--- src/rtl/adau1761_cfg_pkg.sv ---
// Shared definitions for the ADAU1761 configuration sequencer.
// Contents: sequencer state enum, configuration ROM entry layout, table end marker,
// default codec device address and small helpers that split a ROM entry into fields.
package adau1761_cfg_pkg;

  localparam int unsigned RegAddrW = 16;
  localparam int unsigned RegDataW = 8;

  // ROM entry layout: {reg_addr[15:0], data[7:0]}
  localparam int unsigned RomRegMsb  = 23;
  localparam int unsigned RomRegLsb  = 8;
  localparam int unsigned RomDataMsb = 7;
  localparam int unsigned RomDataLsb = 0;

  localparam logic [RegAddrW-1:0] EndMark        = 16'hFFFF;
  localparam logic [6:0]          DefaultDevAddr = 7'h3B;

  typedef enum logic [2:0] {
    StStartup,
    StFetch,
    StFetchWait,
    StBootIssue,
    StBootWait,
    StIdle,
    StHostIssue,
    StHostWait
  } cfg_state_e;

  function automatic logic [RegAddrW-1:0] rom_reg_addr(input logic [23:0] entry);
    return entry[RomRegMsb:RomRegLsb];
  endfunction

  function automatic logic [RegDataW-1:0] rom_reg_data(input logic [23:0] entry);
    return entry[RomDataMsb:RomDataLsb];
  endfunction

endpackage

--- src/rtl/adau1761_cfg_sequencer_issuer.sv ---
// cfg_retry_issuer: command register, valid/ready handshake and NACK retry counter shared by
// the boot and host paths of the sequencer.
// Ports:
//   load/sel_host        capture command fields from the boot (ROM) or host source
//   issue_next           owner will be in an ISSUE state next cycle (drives registered m_valid)
//   in_wait              owner is in a WAIT state; m_done is only honoured then
//   accept               m_valid & m_ready this cycle
//   done_ok/do_retry/failed  decoded completion of the outstanding command
//   m_*                  command interface towards the I2C master
module cfg_retry_issuer
  import adau1761_cfg_pkg::*;
#(
  parameter int unsigned MAX_RETRY = 3
) (
  input  logic                clk,
  input  logic                reset,
  input  logic                load,
  input  logic                sel_host,
  input  logic [RegAddrW-1:0] boot_reg_addr,
  input  logic [RegDataW-1:0] boot_data,
  input  logic [RegAddrW-1:0] host_reg_addr,
  input  logic [RegDataW-1:0] host_data,
  input  logic                issue_next,
  input  logic                in_wait,
  output logic                accept,
  output logic                done_ok,
  output logic                do_retry,
  output logic                failed,
  output logic                m_valid,
  input  logic                m_ready,
  output logic [RegAddrW-1:0] m_reg_addr,
  output logic [RegDataW-1:0] m_data,
  input  logic                m_done,
  input  logic                m_nack
);

  localparam int unsigned RetryW = (MAX_RETRY == 0) ? 1 : $clog2(MAX_RETRY + 1);
  localparam logic [RetryW-1:0] RetryLimit = RetryW'(MAX_RETRY);

  logic [RetryW-1:0]   retry_q, retry_d;
  logic [RegAddrW-1:0] reg_q, reg_d;
  logic [RegDataW-1:0] data_q, data_d;
  logic                valid_q;
  logic                nack_done;

  assign accept    = valid_q & m_ready;
  assign done_ok   = in_wait & m_done & ~m_nack;
  assign nack_done = in_wait & m_done & m_nack;
  assign do_retry  = nack_done & (retry_q < RetryLimit);
  assign failed    = nack_done & (retry_q >= RetryLimit);

  assign m_valid    = valid_q;
  assign m_reg_addr = reg_q;
  assign m_data     = data_q;

  always_comb begin
    retry_d = retry_q;
    reg_d   = reg_q;
    data_d  = data_q;
    if (load) begin
      reg_d   = sel_host ? host_reg_addr : boot_reg_addr;
      data_d  = sel_host ? host_data : boot_data;
      retry_d = '0;
    end
    // Fields are left untouched on retry so the re-issue is identical.
    if (done_ok || failed) begin
      retry_d = '0;
    end else if (do_retry) begin
      retry_d = retry_q + 1'b1;
    end
  end

  always_ff @(posedge clk or posedge reset) begin
    if (reset) begin
      retry_q <= '0;
      reg_q   <= '0;
      data_q  <= '0;
      valid_q <= 1'b0;
    end else begin
      retry_q <= retry_d;
      reg_q   <= reg_d;
      data_q  <= data_d;
      valid_q <= issue_next;
    end
  end

endmodule

--- src/rtl/adau1761_cfg_sequencer.sv ---
// adau1761_cfg_sequencer: boots the ADAU1761 by walking a register ROM and issuing one I2C
// register write per entry, then hands the I2C write master to a runtime host port.
// Ports:
//   clk, reset            clock, asynchronous active-high reset
//   rom_addr/rom_data     configuration ROM (data valid one cycle after address)
//   host_*                runtime write request port and completion pulses
//   m_*                   command/handshake towards the byte-level I2C write master
//   boot_done/boot_error  sticky boot status; busy is high outside IDLE
module adau1761_cfg_sequencer
  import adau1761_cfg_pkg::*;
#(
  parameter logic [6:0]  DEV_ADDR       = DefaultDevAddr,
  parameter int unsigned ROM_ADDR_W     = 10,
  parameter int unsigned STARTUP_CYCLES = 48000,
  parameter int unsigned MAX_RETRY      = 3,
  parameter logic [15:0] END_MARK       = EndMark
) (
  input  logic                  clk,
  input  logic                  reset,
  output logic [ROM_ADDR_W-1:0] rom_addr,
  input  logic [23:0]           rom_data,
  input  logic                  host_valid,
  output logic                  host_ready,
  input  logic [15:0]           host_reg_addr,
  input  logic [7:0]            host_reg_data,
  output logic                  host_done,
  output logic                  host_err,
  output logic                  m_valid,
  input  logic                  m_ready,
  output logic [6:0]            m_dev_addr,
  output logic [15:0]           m_reg_addr,
  output logic [7:0]            m_data,
  input  logic                  m_done,
  input  logic                  m_nack,
  output logic                  boot_done,
  output logic                  boot_error,
  output logic                  busy
);

  localparam int unsigned CntW       = (STARTUP_CYCLES == 0) ? 1 : $clog2(STARTUP_CYCLES + 1);
  // 0 and 1 both leave STARTUP after a single cycle.
  localparam int unsigned LastCntInt = (STARTUP_CYCLES <= 1) ? 0 : STARTUP_CYCLES - 1;
  localparam logic [CntW-1:0] LastCnt = CntW'(LastCntInt);

  cfg_state_e            state_q, state_d;
  logic [CntW-1:0]       cnt_q, cnt_d;
  logic [ROM_ADDR_W-1:0] idx_q, idx_d;
  logic                  boot_done_q, boot_done_d;
  logic                  boot_error_q, boot_error_d;
  logic                  host_done_q, host_done_d;
  logic                  host_err_q, host_err_d;

  logic load, sel_host, issue_next, in_wait;
  logic accept, done_ok, do_retry, failed;

  assign m_dev_addr = DEV_ADDR;
  assign rom_addr   = idx_q;
  assign host_ready = (state_q == StIdle);
  assign busy       = (state_q != StIdle);
  assign host_done  = host_done_q;
  assign host_err   = host_err_q;
  assign boot_done  = boot_done_q;
  assign boot_error = boot_error_q;

  assign issue_next = (state_d == StBootIssue) || (state_d == StHostIssue);
  assign in_wait    = (state_q == StBootWait) || (state_q == StHostWait);

  always_comb begin
    state_d      = state_q;
    cnt_d        = cnt_q;
    idx_d        = idx_q;
    boot_done_d  = boot_done_q;
    boot_error_d = boot_error_q;
    host_done_d  = 1'b0;
    host_err_d   = 1'b0;
    load         = 1'b0;
    sel_host     = 1'b0;

    unique case (state_q)
      StStartup: begin
        if (cnt_q == LastCnt) begin
          state_d = StFetch;
          idx_d   = '0;
        end else begin
          cnt_d = cnt_q + 1'b1;
        end
      end
      StFetch: state_d = StFetchWait;
      StFetchWait: begin
        if (rom_reg_addr(rom_data) == END_MARK) begin
          boot_done_d = 1'b1;
          state_d     = StIdle;
        end else begin
          load    = 1'b1;
          state_d = StBootIssue;
        end
      end
      StBootIssue: if (accept) state_d = StBootWait;
      StBootWait: begin
        if (done_ok) begin
          // The last ROM slot ends the table; the index never wraps back to 0.
          if (idx_q == {ROM_ADDR_W{1'b1}}) begin
            boot_done_d = 1'b1;
            state_d     = StIdle;
          end else begin
            idx_d   = idx_q + 1'b1;
            state_d = StFetch;
          end
        end else if (do_retry) begin
          state_d = StBootIssue;
        end else if (failed) begin
          boot_error_d = 1'b1;
          state_d      = StIdle;
        end
      end
      StIdle: begin
        if (host_valid) begin
          load     = 1'b1;
          sel_host = 1'b1;
          state_d  = StHostIssue;
        end
      end
      StHostIssue: if (accept) state_d = StHostWait;
      StHostWait: begin
        if (done_ok) begin
          host_done_d = 1'b1;
          state_d     = StIdle;
        end else if (do_retry) begin
          state_d = StHostIssue;
        end else if (failed) begin
          host_done_d = 1'b1;
          host_err_d  = 1'b1;
          state_d     = StIdle;
        end
      end
      default: state_d = StStartup;
    endcase
  end

  always_ff @(posedge clk or posedge reset) begin
    if (reset) begin
      state_q      <= StStartup;
      cnt_q        <= '0;
      idx_q        <= '0;
      boot_done_q  <= 1'b0;
      boot_error_q <= 1'b0;
      host_done_q  <= 1'b0;
      host_err_q   <= 1'b0;
    end else begin
      state_q      <= state_d;
      cnt_q        <= cnt_d;
      idx_q        <= idx_d;
      boot_done_q  <= boot_done_d;
      boot_error_q <= boot_error_d;
      host_done_q  <= host_done_d;
      host_err_q   <= host_err_d;
    end
  end

  cfg_retry_issuer #(
    .MAX_RETRY(MAX_RETRY)
  ) u_issuer (
    .clk          (clk),
    .reset        (reset),
    .load         (load),
    .sel_host     (sel_host),
    .boot_reg_addr(rom_reg_addr(rom_data)),
    .boot_data    (rom_reg_data(rom_data)),
    .host_reg_addr(host_reg_addr),
    .host_data    (host_reg_data),
    .issue_next   (issue_next),
    .in_wait      (in_wait),
    .accept       (accept),
    .done_ok      (done_ok),
    .do_retry     (do_retry),
    .failed       (failed),
    .m_valid      (m_valid),
    .m_ready      (m_ready),
    .m_reg_addr   (m_reg_addr),
    .m_data       (m_data),
    .m_done       (m_done),
    .m_nack       (m_nack)
  );

endmodule

--- config.mk ---
export PLATFORM = sky130hd
export DESIGN_NAME = adau1761_cfg_sequencer
export DESIGN_NICKNAME = d
export VERILOG_FILES = /design/src/rtl/adau1761_cfg_pkg.sv /design/src/rtl/adau1761_cfg_sequencer_issuer.sv /design/src/rtl/adau1761_cfg_sequencer.sv
export SDC_FILE = /design/constraint.sdc
export NUM_CORES = 1
export LEC_CHECK = 0
export ABC_AREA = 1
export BUFFER_PORTS_ARGS = -buffer_cell sky130_fd_sc_hd__buf_2
export CORE_UTILIZATION = 52
export CTS_CLUSTER_DIAMETER = 100
export DETAILED_ROUTE_END_ITERATION = 6
export PLACE_DENSITY_LB_ADDON = 0.08
export SLEW_MARGIN = 25
export SYNTH_ARGS = -nofsm -noshare
export SYNTH_HDL_FRONTEND = slang
export SYNTH_SLANG_ARGS = --single-unit
--- constraint.sdc ---
create_clock -name clk -period 2 [get_ports clk]
set_clock_uncertainty 0.1 [all_clocks]
set_input_delay 0.1 -clock clk [delete_from_list [all_inputs] [get_ports clk]]
set_output_delay 0.1 -clock clk [all_outputs]
set_load 0.05 [all_outputs]
# [Word-level counts from Yosys, hierarchy flattened]
# Index checks and enable logic that the tools add are counted.
[word_totals] register_bits=60 input_bits=54 output_inout_bits=48 elab_cells=90
[op_classes] addsub=3 magnitude_cmp=2 eq_ne=18 muxes=35 n_bitwise=10 reduce_logical=11
[ops] cell="two-way mux 3 bit" count=11
[ops] cell="equality test 16 bit (second input constant)" count=2
[ops] cell="two-way mux 10 bit" count=3
[ops] cell="one-hot mux 3 bit (8 select lines)" count=1
[ops] cell="one-hot mux 10 bit (2 select lines)" count=1
[ops] cell="adder 16 x 1 -> 16 bit (second input constant)" count=1
[ops] cell="two-way mux 16 bit" count=1
[ops] cell="equality test 3 bit (second input constant)" count=5
[ops] cell="two-way mux 1 bit" count=12
[ops] cell="AND reduction 4 bit" count=3
[ops] cell="adder 10 x 1 -> 10 bit (second input constant)" count=1
[ops] cell="equality test 10 bit (second input constant)" count=1
[ops] cell="equality test 3 x 2 -> 1 bit (second input constant)" count=3
[ops] cell="two-way mux 8 bit" count=1
[ops] cell="bitwise AND 1 bit" count=6
[ops] cell="two-way mux 2 bit" count=3
[ops] cell="!= test 2 bit (second input constant)" count=3
[ops] cell="!= test 2 x 1 -> 1 bit (second input constant)" count=2
[ops] cell="NOT 1 bit" count=4
[ops] cell="one-hot mux 1 bit (2 select lines)" count=2
[ops] cell="nonzero test 2 bit" count=2
[ops] cell="equality test 3 x 1 -> 1 bit (second input constant)" count=1
[ops] cell="logical NOT 3 bit" count=1
[ops] cell="logical OR 1 bit" count=3
[ops] cell="other kinds (6)" count=6

# [Longest topological paths before layout]
# Gate-level depths: netlist of run 1.
[logic_depth] word_depth=11 depth_mapped=11 ltp_nobuf=11

# [Hierarchy]
# Synthesis of run 1 repeated with hierarchy kept, for this count alone.
[unflattened] cells_unflattened=516 area_unflattened_um2=3609.7
[modules_own_cells] module="adau1761_cfg_sequencer" instances=1 cells_each=292 area_each_um2=2148.3 seq_area_each_um2=825.8
[modules_own_cells] module="cfg_retry_issuer" instances=1 cells_each=224 area_each_um2=1461.4 seq_area_each_um2=675.6

# [Worst setup path after synthesis of run 1]
# No wires, ideal clock.
[synth_timing] path_kind="reg-to-reg" from="register idx_q[0], in the netlist rom_addr[0]" to="register idx_q[5], in the netlist rom_addr[5]" setup_time_ps=128 arrival_ps=1723 required_ps=1772 setup_slack_ps=49 path_stages_with_launch=10 path_buffers=1 synth_period_minus_slack_ps=1951 path_cell_list="dfrtp_1 -> ha_1 -> inv_1 -> nor2_1 -> nand3b_1 -> nand4_2 -> nand2_2 -> buf_6 -> nand2_1 -> o21ai_0"
[synth_between] elab_chain_len=4 word_cells_on_any_way=7 cone_classes="add/sub (1); eq/ne (2); mux (3); reduce/logical (1)"
[synth_rtl] item="from (decl)" line_no="adau1761_cfg_sequencer.sv:47" text="logic [ROM_ADDR_W-1:0] idx_q, idx_d;"
[synth_rtl] item="from (signal assigned)" line_no="adau1761_cfg_sequencer.sv:152" text="idx_q <= idx_d;"
[synth_rtl] item="adder 10 x 1 -> 10 bit" line_no="adau1761_cfg_sequencer.sv:106" text="idx_d = idx_q + 1'b1;"
[synth_rtl] item="two-way mux 10 bit" line_no="adau1761_cfg_sequencer.sv:102" text="if (idx_q == {ROM_ADDR_W{1'b1}}) begin"
[synth_rtl] item="two-way mux 10 bit" line_no="adau1761_cfg_sequencer.sv:100" text="if (done_ok) begin"
[synth_rtl] item="one-hot mux 10 bit (2 select lines)" line_no="adau1761_cfg_sequencer.sv:79" text="unique case (state_q)"
# Parallel ways exist; a longest one is shown, timed or not. The select of a mux whose other input is x is not followed.
# A chain may end at the register's enable or synchronous reset.

# [Worst setup path after layout of run 1]
[layout_timing] from="register state_q[0]" to="output host_ready"
[layout_between] elab_chain_len=1
[layout_rtl] item="from (decl)" line_no="adau1761_cfg_sequencer.sv:45" text="cfg_state_e state_q, state_d;"
[layout_rtl] item="from (signal assigned)" line_no="adau1761_cfg_sequencer.sv:142" text="state_q <= StStartup;"
[layout_rtl] item="from (signal assigned)" line_no="adau1761_cfg_sequencer.sv:150" text="state_q <= state_d;"
[layout_rtl] item="equality test 3 bit" line_no="adau1761_cfg_sequencer.sv:58" text="assign host_ready = (state_q == StIdle);"
[layout_rtl] item="to (decl)" line_no="adau1761_cfg_sequencer.sv:23" text="output logic host_ready,"
# No other way between the ends.

==> results of run 1 <==
## state kept, by name (all words and copies together), names as in the netlist
| name | flops |
|---|---|
| u_issuer.m_data | 8 |
| host_err | 1 |
| cnt_q | 16 |
| host_done | 1 |
| rom_addr | 10 |
| u_issuer.m_reg_addr | 16 |
| boot_done | 1 |
| state_q | 3 |
| u_issuer.m_valid | 1 |
| u_issuer.retry_q | 2 |
| boot_error | 1 |
## worst min-delay path by stage
stage	startpoint	end	slack (ns)	cells past startpoint
finish	m_nack	u_issuer.retry_q[0]$_DFFE_PP0P_	0.03	3
global route	m_nack	u_issuer.retry_q[0]$_DFFE_PP0P_	0.04	3
detailed placement	reset	u_issuer.m_reg_addr[3]$_DFFE_PP0P_	0.04	2
floorplan	rom_data[3]	u_issuer.m_data[3]$_DFFE_PP0P_	0.16	2
CTS	m_nack	u_issuer.retry_q[0]$_DFFE_PP0P_	0.008	3
global placement	reset	u_issuer.m_reg_addr[3]$_DFFE_PP0P_	0.05	2
## timing repair
item | CTS | global route
hold buffers | 49 | 0
pin swaps | 0 | 1
endpoints found under the hold margin | 44 | 0
endpoints found under the setup margin | 1 | 14
gates resized for setup | 1 | 6
setup buffers | 0 | 4
## worst max-delay path, stage by stage, from the launching register on
cell     delay (ns)
dfrtp_2        0.44
inv_1          0.09
nor2_2         0.12
nand2_2        0.09
inv_2          0.16
buf_6          0.22
buf_4          0.23
## placed cells by master, fill, tap and decap left out, types with 3 or more instances in the layout
cell type,Yosys,layout
xnor2_1,8,8
o21ai_0,13,13
ha_1,3,3
a21oi_1,7,7
nor3_1,9,9
a31oi_1,24,24
nand3_1,40,40
clkbuf_8,0,10
inv_2,3,4
buf_2,3,93
dfrtp_1,60,57
dlygate4sd3_1,0,49
dfrtp_2,0,3
buf_4,10,9
nor2_2,3,3
nand2_2,4,3
clkinv_2,0,3
xor2_1,13,13
nand4_1,5,5
conb_1,2,7
nor2_1,61,61
nand2_1,110,110
inv_1,30,29
## report_power, final
group / internal (uW) / total, uW / switching, uW / leakage, uW
Clock: 463 / 913 / 451 / 0.0000848
Combinational: 833 / 2860 / 2030 / 0.00133
Sequential: 1580 / 1870 / 287 / 0.000744
Total: 2880 / 5650 / 2770 / 0.00216
## per-layer routing
metal	global-route usage, %	up-vias	routed length, um
met5	0	-	0
met4	17.0	0	313
met3	6.37	24	758
met2	48.8	186	4520
met1	40.3	1622	4080
li1	-	1680	-
## per-stage QoR
stage               area (sq um)  setup slack, ns
finish                      4550            0.112
global route                4550          0.00925
CTS                         4500         0.000571
detailed placement          3850            0.136
global placement            3850            0.212
floorplan                   3380           0.0491
## cell type report
cell class / count / area [sq um]
fill: 414 / 1510
inverter: 33 / 124
timing repair buffer: 154 / 1070
sequential: 60 / 1510
multi-input combinational: 321 / 1600
clock inverter: 3 / 15.0
tap: 75 / 93.8
clock buffer: 11 / 141
## kinds of logic (layout without fill, tap and decap cells)
| kind of cell | count (synthesis) | after routing | synth area share [%] |
|---|---|---|---|
| multiplexers | 2 | 2 | 0.596 |
| adder cells (fa/ha/maj) | 3 | 3 | 1.12 |
| other | 2 | 7 | 0.224 |
| buffers and inverters | 56 | 201 | 8.60 |
| AND/OR/NAND/NOR | 241 | 241 | 31.1 |
| AO/OA/AOI/OAI | 47 | 47 | 8.16 |
| XOR/XNOR | 21 | 21 | 5.47 |
| flip-flops | 60 | 60 | 44.7 |
==> metrics.md, run 1 <==
| Metric | Value |
|---|---|
| TritonCTS clock tree | `yes` |
| Num ports | `102` |
| # rows | `28` |
| Worst Hold Class | `input port to flip-flop` |
| Setup tns final | `0 ns` |
| Crit. End Element | `primary output` |
| ANT cells | `0` |
| Dominant synthesized flop cell | `dfrtp_1` |
| Sequential area share after synthesis | `about 45%` |
| Max-capacitance violation count | `0` |
| Root Driver | `clkbuf_8` |
| Die ar. | `~6800 sq um` |
| Syn avg cell area | `7.78 sq um` |
| Top cells by area, synth | `dfrtp_1, nand2_1, nor2_1, nand3_1, a31oi_1` |
| Total gr overflow | `0` |
| Post-route minimum period | `1.89 ns` |
| CTS sink cnt | `60` |
| Maximum VDD drop | `0.000874 V` |
| ANT nets after route | `0` |
| Reg2reg start | `state_q[0]$_DFF_PP0_` |
| Yosys reg bits | `60` |
| Synth cell count leaders | `nand2_1, nor2_1, dfrtp_1` |
| RSZ-0062 raised after global routing | `no` |
| Layout cell share with drive strength beyond 1 | `23.7%` |
| Area growth from synthesis to layout | `35.6%` |
| Worst hold slack | `0.0298 ns` |
| Overall power | `5650 uW` |
| Crit start category | `flip-flop` |
| Placed cell count | `590` |
| Most common cell in the synthesized netlist | `nand2_1` |
| Yosys top cell area share | `44.7%` |
| CP Max Fanout | `20` |
| Post-DP HPWL | `5.72 mm` |
| First-pass GRT wire length | `15.6 mm` |
| Leakage | `0.00216 uW` |
| Antenna violations before repair | `0` |
| CTS buffer count | `9` |
| Worst setup path category | `flip-flop to primary output` |
| Final Non-Filler Cells | `657` |
| GPL Wtd Cong | `0.852` |
| Core area | `6060 sq um` |
| Gr usage total | `31.2%` |
| Vias | `3512` |
| Dominant cell type by area after synthesis | `dfrtp_1` |
| Die span in x | `approximately 82 um` |
| Port bufs | `94` |
| Synth cell types | `32` |
| CP Capture Point | `host_ready` |
| Reg2reg path depth | `9` |
| Largest net degree at the start of global routing | `49` |
| CTS H-tree depth | `3` |
| Number of remaining DRC errors | `0` |
| Max-slew violations | `0` |
| Initial DRC count | `245` |
| CP Launch Point | `state_q[0]$_DFF_PP0_` |
| Post-Synthesis Cells | `between 400 and 500` |
| Worst endpoint required time | `about 1.8 ns` |
| Pwr Density | `1240 nW/um^2` |
| Post-synth EDFFs | `0` |
| Synth warn | `0` |
| WL final | `9.68 mm` |
| Worst reg-to-reg setup slack | `0.16 ns` |
| Final Cycle Share | `94.4%` |
| Routed length per instance | `14.7 um` |
| FMAX | `530 MHz` |
| Via-to-Cell Ratio | `5.35` |
| Worst-path clk slew | `0.07 ns` |
| Core Util, Final | `75.1%` |
| Final #Nets | `636` |
| Die height | `82.4 um` |
| Run status | `finished, final reports clean` |
| Longest Clk Path Bufs | `2` |
| Final Setup Violations | `0` |
| Number of global-route vias before repair | `3319` |
| FF-to-FF End | `u_issuer.m_reg_addr[6]$_DFFE_PP0P_` |
| Asr flop ratio synth | `between 90% and 100%` |
| Syn Std Cell Area | `3360 sq um` |
| Arrival @ worst endpoint | `between 1.5 and 2 ns` |
| Initial cell density of the core | `55.4%` |
| Final hold violation count | `0` |
| Drt pass-1 iters | `7` |
| Clk_lat worst skew | `0.33 ns` |
Note: power is estimated with default switching activity, not from simulation.
==> run 2, diff against run 1 <==
--- a/config.mk
+++ b/config.mk
@@ -8,6 +8,7 @@
 export ABC_AREA = 1
 export BUFFER_PORTS_ARGS = -buffer_cell sky130_fd_sc_hd__buf_2
 export CORE_UTILIZATION = 52
+export CTS_BUF_LIST = sky130_fd_sc_hd__clkbuf_16
 export CTS_CLUSTER_DIAMETER = 100
 export DETAILED_ROUTE_END_ITERATION = 6
 export PLACE_DENSITY_LB_ADDON = 0.08
==> metrics.md, run 2 (same netlist as run 1, synthesis figures left out) <==
| Metric | Value |
|---|---|
| Final Setup Violations | `0` |
| Layout cell share with drive strength beyond 1 | `23.5%` |
| WL final | `9.81 mm` |
| Overall power | `6070 uW` |
| Gr usage total | `31.4%` |
| Final Cycle Share | `94.2%` |
| Root Driver | `clkbuf_16` |
| Most common cell after layout, fill and taps aside | `nand2_1` |
| Total gr overflow | `0` |
| Initial cell density of the core | `55.4%` |
| Worst hold slack | `0.0514 ns` |
| CTS buffer count | `9` |
| ANT nets after route | `0` |
| Vias | `3520` |
| CTS sink cnt | `60` |
| Die span in x | `82.4 um` |
| Largest net degree at the start of global routing | `49` |
| Post-route minimum period | `1.88 ns` |
| Antenna violations before repair | `0` |
| Core area | `about 6000 sq um` |
| Arrival @ worst endpoint | `2.01 ns` |
| Final hold violation count | `0` |
| Crit. End Element | `flip-flop` |
| Maximum VDD drop | `0.000883 V` |
| Final Non-Filler Cells | `about 660` |
| Placed cell count | `590` |
| Die ar. | `between 6000 and 7000 sq um` |
| Clk_lat worst skew | `0.32 ns` |
| CTS H-tree depth | `3` |
| Max-capacitance violation count | `0` |
| FMAX | `531 MHz` |
| RSZ-0062 raised after global routing | `no` |
| Drt pass-1 iters | `7` |
| Setup tns final | `0 ns` |
| Max-slew violations | `0` |
| First-pass GRT wire length | `15.9 mm` |
| Worst endpoint required time | `between 2 and 2.5 ns` |
| Longest Clk Path Bufs | `2` |
| Die height | `82.4 um` |
| Leakage | `0.00221 uW` |
| Pwr Density | `1310 nW/um^2` |
| ANT cells | `0` |
| Core Util, Final | `76.7%` |
| Final #Nets | `~640` |
| Worst Hold Class | `input port to flip-flop` |
| Post-DP HPWL | `5.72 mm` |
| Area growth from synthesis to layout | `38.3%` |
| Number of remaining DRC errors | `0` |
| Via-to-Cell Ratio | `~5.4` |
| TritonCTS clock tree | `yes` |
| Number of global-route vias before repair | `3397` |
| # rows | `28` |
| GPL Wtd Cong | `~0.85` |
| Crit start category | `flip-flop` |
| Routed length per instance | `14.9 um` |
| Initial DRC count | `226` |
| Most frequent cells in the layout | `nand2_1, buf_2, nor2_1` |
| Num ports | `between 100 and 150` |
| Worst-path clk slew | `0.05 ns` |
| Fill count | `approximately 400` |
| Port bufs | `94` |
| Run status | `finished, final reports clean` |
| Worst setup path category | `flip-flop to flip-flop` |
| CP Max Fanout | `48` |
[run 2: worst max-delay path, stage by stage, from the launching register on]
cell and delay [ns]:
dfrtp_2 0.43, inv_1 0.09, nor2_2 0.12, nand2_2 0.09, inv_2 0.17, nand2_4 0.15
nand2_2 0.12, buf_12 0.21, nor2_1 0.09, a31oi_1 0.19
[run 2: stage by stage]
stage | setup WS, ns | cell area, sq um
after detailed placement | 0.136 | 3850
after global placement | 0.212 | 3850
final | 0.116 | 4650
after CTS | 0.0301 | 4600
after floorplan | 0.0491 | 3380
after global routing | 0.00241 | 4650
[run 2: final timing paths]
path | start | end | slack, ns | depth (start not counted)
hold / removal | m_nack | u_issuer.retry_q[0]$_DFFE_PP0P_ | 0.05 | 3
max in group asynchronous | reset | rom_addr[1]$_DFFE_PP0P_ | 0.96 | 4
hold reg to reg | boot_done$_DFFE_PP0P_ | boot_done$_DFFE_PP0P_ | 0.35 | 1
setup / recovery | state_q[0]$_DFF_PP0_ | u_issuer.m_reg_addr[4]$_DFFE_PP0P_ | 0.12 | 9
min in group asynchronous | reset | u_issuer.m_reg_addr[6]$_DFFE_PP0P_ | 0.27 | 3
setup reg to reg | state_q[0]$_DFF_PP0_ | u_issuer.m_reg_addr[4]$_DFFE_PP0P_ | 0.12 | 9
[run 2: final cells by class]
| type | count | area [sq um] | share of cell area (%) |
|---|---|---|---|
| Clock buffer | 9 | 225 | 4.85 |
| Clock inverter | 5 | 22.5 | 0.485 |
| Inverter | 33 | 124 | 2.67 |
| Sequential cell | 60 | 1510 | 32.4 |
| Tap cell | 75 | 93.8 | 2.02 |
| Timing Repair Buffer | 154 | 1070 | 23.1 |
| Multi-Input combinational cell | 321 | 1600 | 34.4 |
[run 2: report_power, final]
part	total (uW)	internal [uW]	switching, uW
sequential	1880	1580	297
clock	1300	805	494
combinational	2880	833	2050
[run 2: layer usage]
metal	part of all wire [%]	GRT usage, %	vias to the layer above
met3	7.5	5.38	27
li1	-	-	1681
met4	3.2	14.9	0
met5	0	0	-
met2	47	50.9	192
met1	42	40.6	1620
[run 2: timing repair]
item	CTS	global route
setup buffers	0	4
hold endpoints to repair	44	0
gates resized for setup	1	6
endpoints found under the setup margin	1	15
pin swaps	0	1
hold buffers	49	0
==> run 3, diff against run 2 <==
--- a/config.mk
+++ b/config.mk
@@ -6,7 +6,7 @@
 export NUM_CORES = 1
 export LEC_CHECK = 0
 export ABC_AREA = 1
-export BUFFER_PORTS_ARGS = -buffer_cell sky130_fd_sc_hd__buf_2
+export BUFFER_PORTS_ARGS = -buffer_cell sky130_fd_sc_hd__buf_4
 export CORE_UTILIZATION = 52
 export CTS_BUF_LIST = sky130_fd_sc_hd__clkbuf_16
 export CTS_CLUSTER_DIAMETER = 100
==> metrics.md, run 3 (same netlist as run 1, synthesis figures left out) <==
| Metric | Value |
|---|---|
| Run status | `finished, final reports clean` |
| Longest Clk Path Bufs | `2` |
| Clock power share | `25.8%` |
| Core area | `6060 sq um` |
| Final #Nets | `approximately 630` |
| Post-DP HPWL | `5.82 mm` |
| Max-slew violations | `0` |
| Reg area | `1500 sq um` |
| TritonCTS clock tree | `yes` |
| First-pass GRT wire length | `17.7 mm` |
| CTS H-tree depth | `3` |
| Number of remaining DRC errors | `0` |
| Layout cell share with drive strength beyond 1 | `between 20% and 30%` |
| Worst hold slack | `0.0250 ns` |
| Via-to-Cell Ratio | `5.61` |
| Worst setup path category | `flip-flop to flip-flop` |
| Worst-path clk slew | `0.06 ns` |
| Num ports | `roughly 100` |
| Drt pass-1 iters | `5` |
| Port bufs | `94` |
| # rows | `28` |
| Max-capacitance violation count | `0` |
| Combinational share of power | `46.2%` |
| Leakage | `0.00230 uW` |
| Crit start category | `flip-flop` |
| Vias | `3683` |
| Dpl cell area | `4090 sq um` |
| Fill count | `341` |
| Initial DRC count | `301` |
| Area of the multi-input gates | `approximately 1600 sq um` |
| Finished Cell Area | `~5000 sq um` |
| CTS buffer count | `9` |
| Number of global-route vias before repair | `roughly 3700` |
| Root Driver | `clkbuf_16` |
| Post-route minimum period | `1.92 ns` |
| GPL Wtd Cong | `0.841` |
| Final Cycle Share | `96.1%` |
| Total gr overflow | `0` |
| Reg power frac | `28.1%` |
| Area growth from synthesis to layout | `47.1%` |
| Maximum VDD drop | `0.00109 V` |
| ANT nets after route | `0` |
| Arrival @ worst endpoint | `2.04 ns` |
| CTS sink cnt | `60` |
| Antenna violations before repair | `0` |
| Final setup margin | `0.0772 ns` |
| Crit. End Element | `flip-flop` |
| Largest net degree at the start of global routing | `just under 50` |
| Switching power | `around 3000 uW` |
| Final Setup Violations | `0` |
| FMAX | `520 MHz` |
| Worst Hold Class | `input port to flip-flop` |
| Die ar. | `about 6800 sq um` |
| Clk_lat worst skew | `0.33 ns` |
| Pre-CTS setup slack | `0.146 ns` |
| Most frequent cells in the layout | `nand2_1, buf_4, nor2_1` |
| Die span in x | `82.4 um` |
| Pwr Density | `1380 nW/um^2` |
| Worst endpoint required time | `2.11 ns` |
| CP Max Fanout | `48` |
| ANT cells | `0` |
| Routed length per instance | `16.8 um` |
| Initial cell density of the core | `55.4%` |
| Int Pwr | `3780 uW` |
| Sw frac | `44.5%` |
| Most common cell after layout, fill and taps aside | `nand2_1` |
| Die height | `~80 um` |
| WL final | `approximately 11 mm` |
| Final hold violation count | `0` |
| Gr usage total | `a little over a third` |
## run 3: cell types whose count changed in the layout (fill, tap and decap cells not counted), sizes merged
cell | before | now
inv | 34 | 33
buf | 105 | 103
bufinv | 0 | 3
## run 3: final timing paths
check | start | endpoint | slack (ns) | cells past startpoint
worst max-delay path | state_q[2]$_DFF_PP0_ | u_issuer.m_reg_addr[3]$_DFFE_PP0P_ | 0.08 | 8
min in group asynchronous | reset | u_issuer.m_reg_addr[8]$_DFFE_PP0P_ | 0.26 | 3
max in group asynchronous | reset | state_q[1]$_DFF_PP0_ | 0.95 | 4
worst max register to register | state_q[2]$_DFF_PP0_ | u_issuer.m_reg_addr[3]$_DFFE_PP0P_ | 0.08 | 8
worst min register to register | boot_done$_DFFE_PP0P_ | boot_done$_DFFE_PP0P_ | 0.36 | 1
worst min-delay path | m_nack | u_issuer.retry_q[0]$_DFFE_PP0P_ | 0.03 | 3
## run 3: repair_timing
item / 4_1_cts / 5_1_grt
hold buffers: 49 / 0
gates resized for setup: 0 / 7
setup buffers: 0 / 2
endpoints found under the hold margin: 44 / 0
endpoints found under the setup margin: 0 / 10
## run 3: layout make-up
cell class / count / area share [%]
Inverter: 33 / 2.51
Tap cell: 75 / 1.90
Multi-Input combinational cell: 321 / 32.3
Timing Repair Buffer: 152 / 26.2
Sequential cell: 60 / 30.4
Clock buffer: 9 / 4.56
Clock inverter: 7 / 2.13
## run 3: worst max-delay path, cell delays in order, from the launching register on
cell	delay, ns
dfrtp_1	0.48
nor3_2	0.22
inv_1	0.09
nor2_2	0.21
inv_2	0.07
nand2_2	0.08
buf_12	0.22
nor2_1	0.09
a31oi_1	0.24
## run 3: power by group through the flow
stage | logic, uW | registers (uW) | clock network (uW)
6_report | 3140 | 1910 | 1750
3_5_place_dp | 2850 | 1870 | 0
4_1_cts | 2930 | 1860 | 1730
2_1_floorplan | 1260 | 2700 | 0
5_1_grt | 3340 | 1940 | 1800
3_3_place_gp | 2820 | 1850 | 0
## run 3: routing by layer
layer	track usage, %	wire length, um
met5	0	0
met4	19.5	400
met3	9.23	1070
met2	59.5	5480
met1	40.3	4110
## run 3: through the flow
step	std cells	util [%]	setup TNS, ns	power (uW)
floorplan	437	-	0	3960
global placement	590	67.5	0	4670
detailed placement	590	67.5	0	4720
CTS	655	81.0	0	6520
global route	657	81.5	-0.0324	7070
finish	657	81.5	0	6800
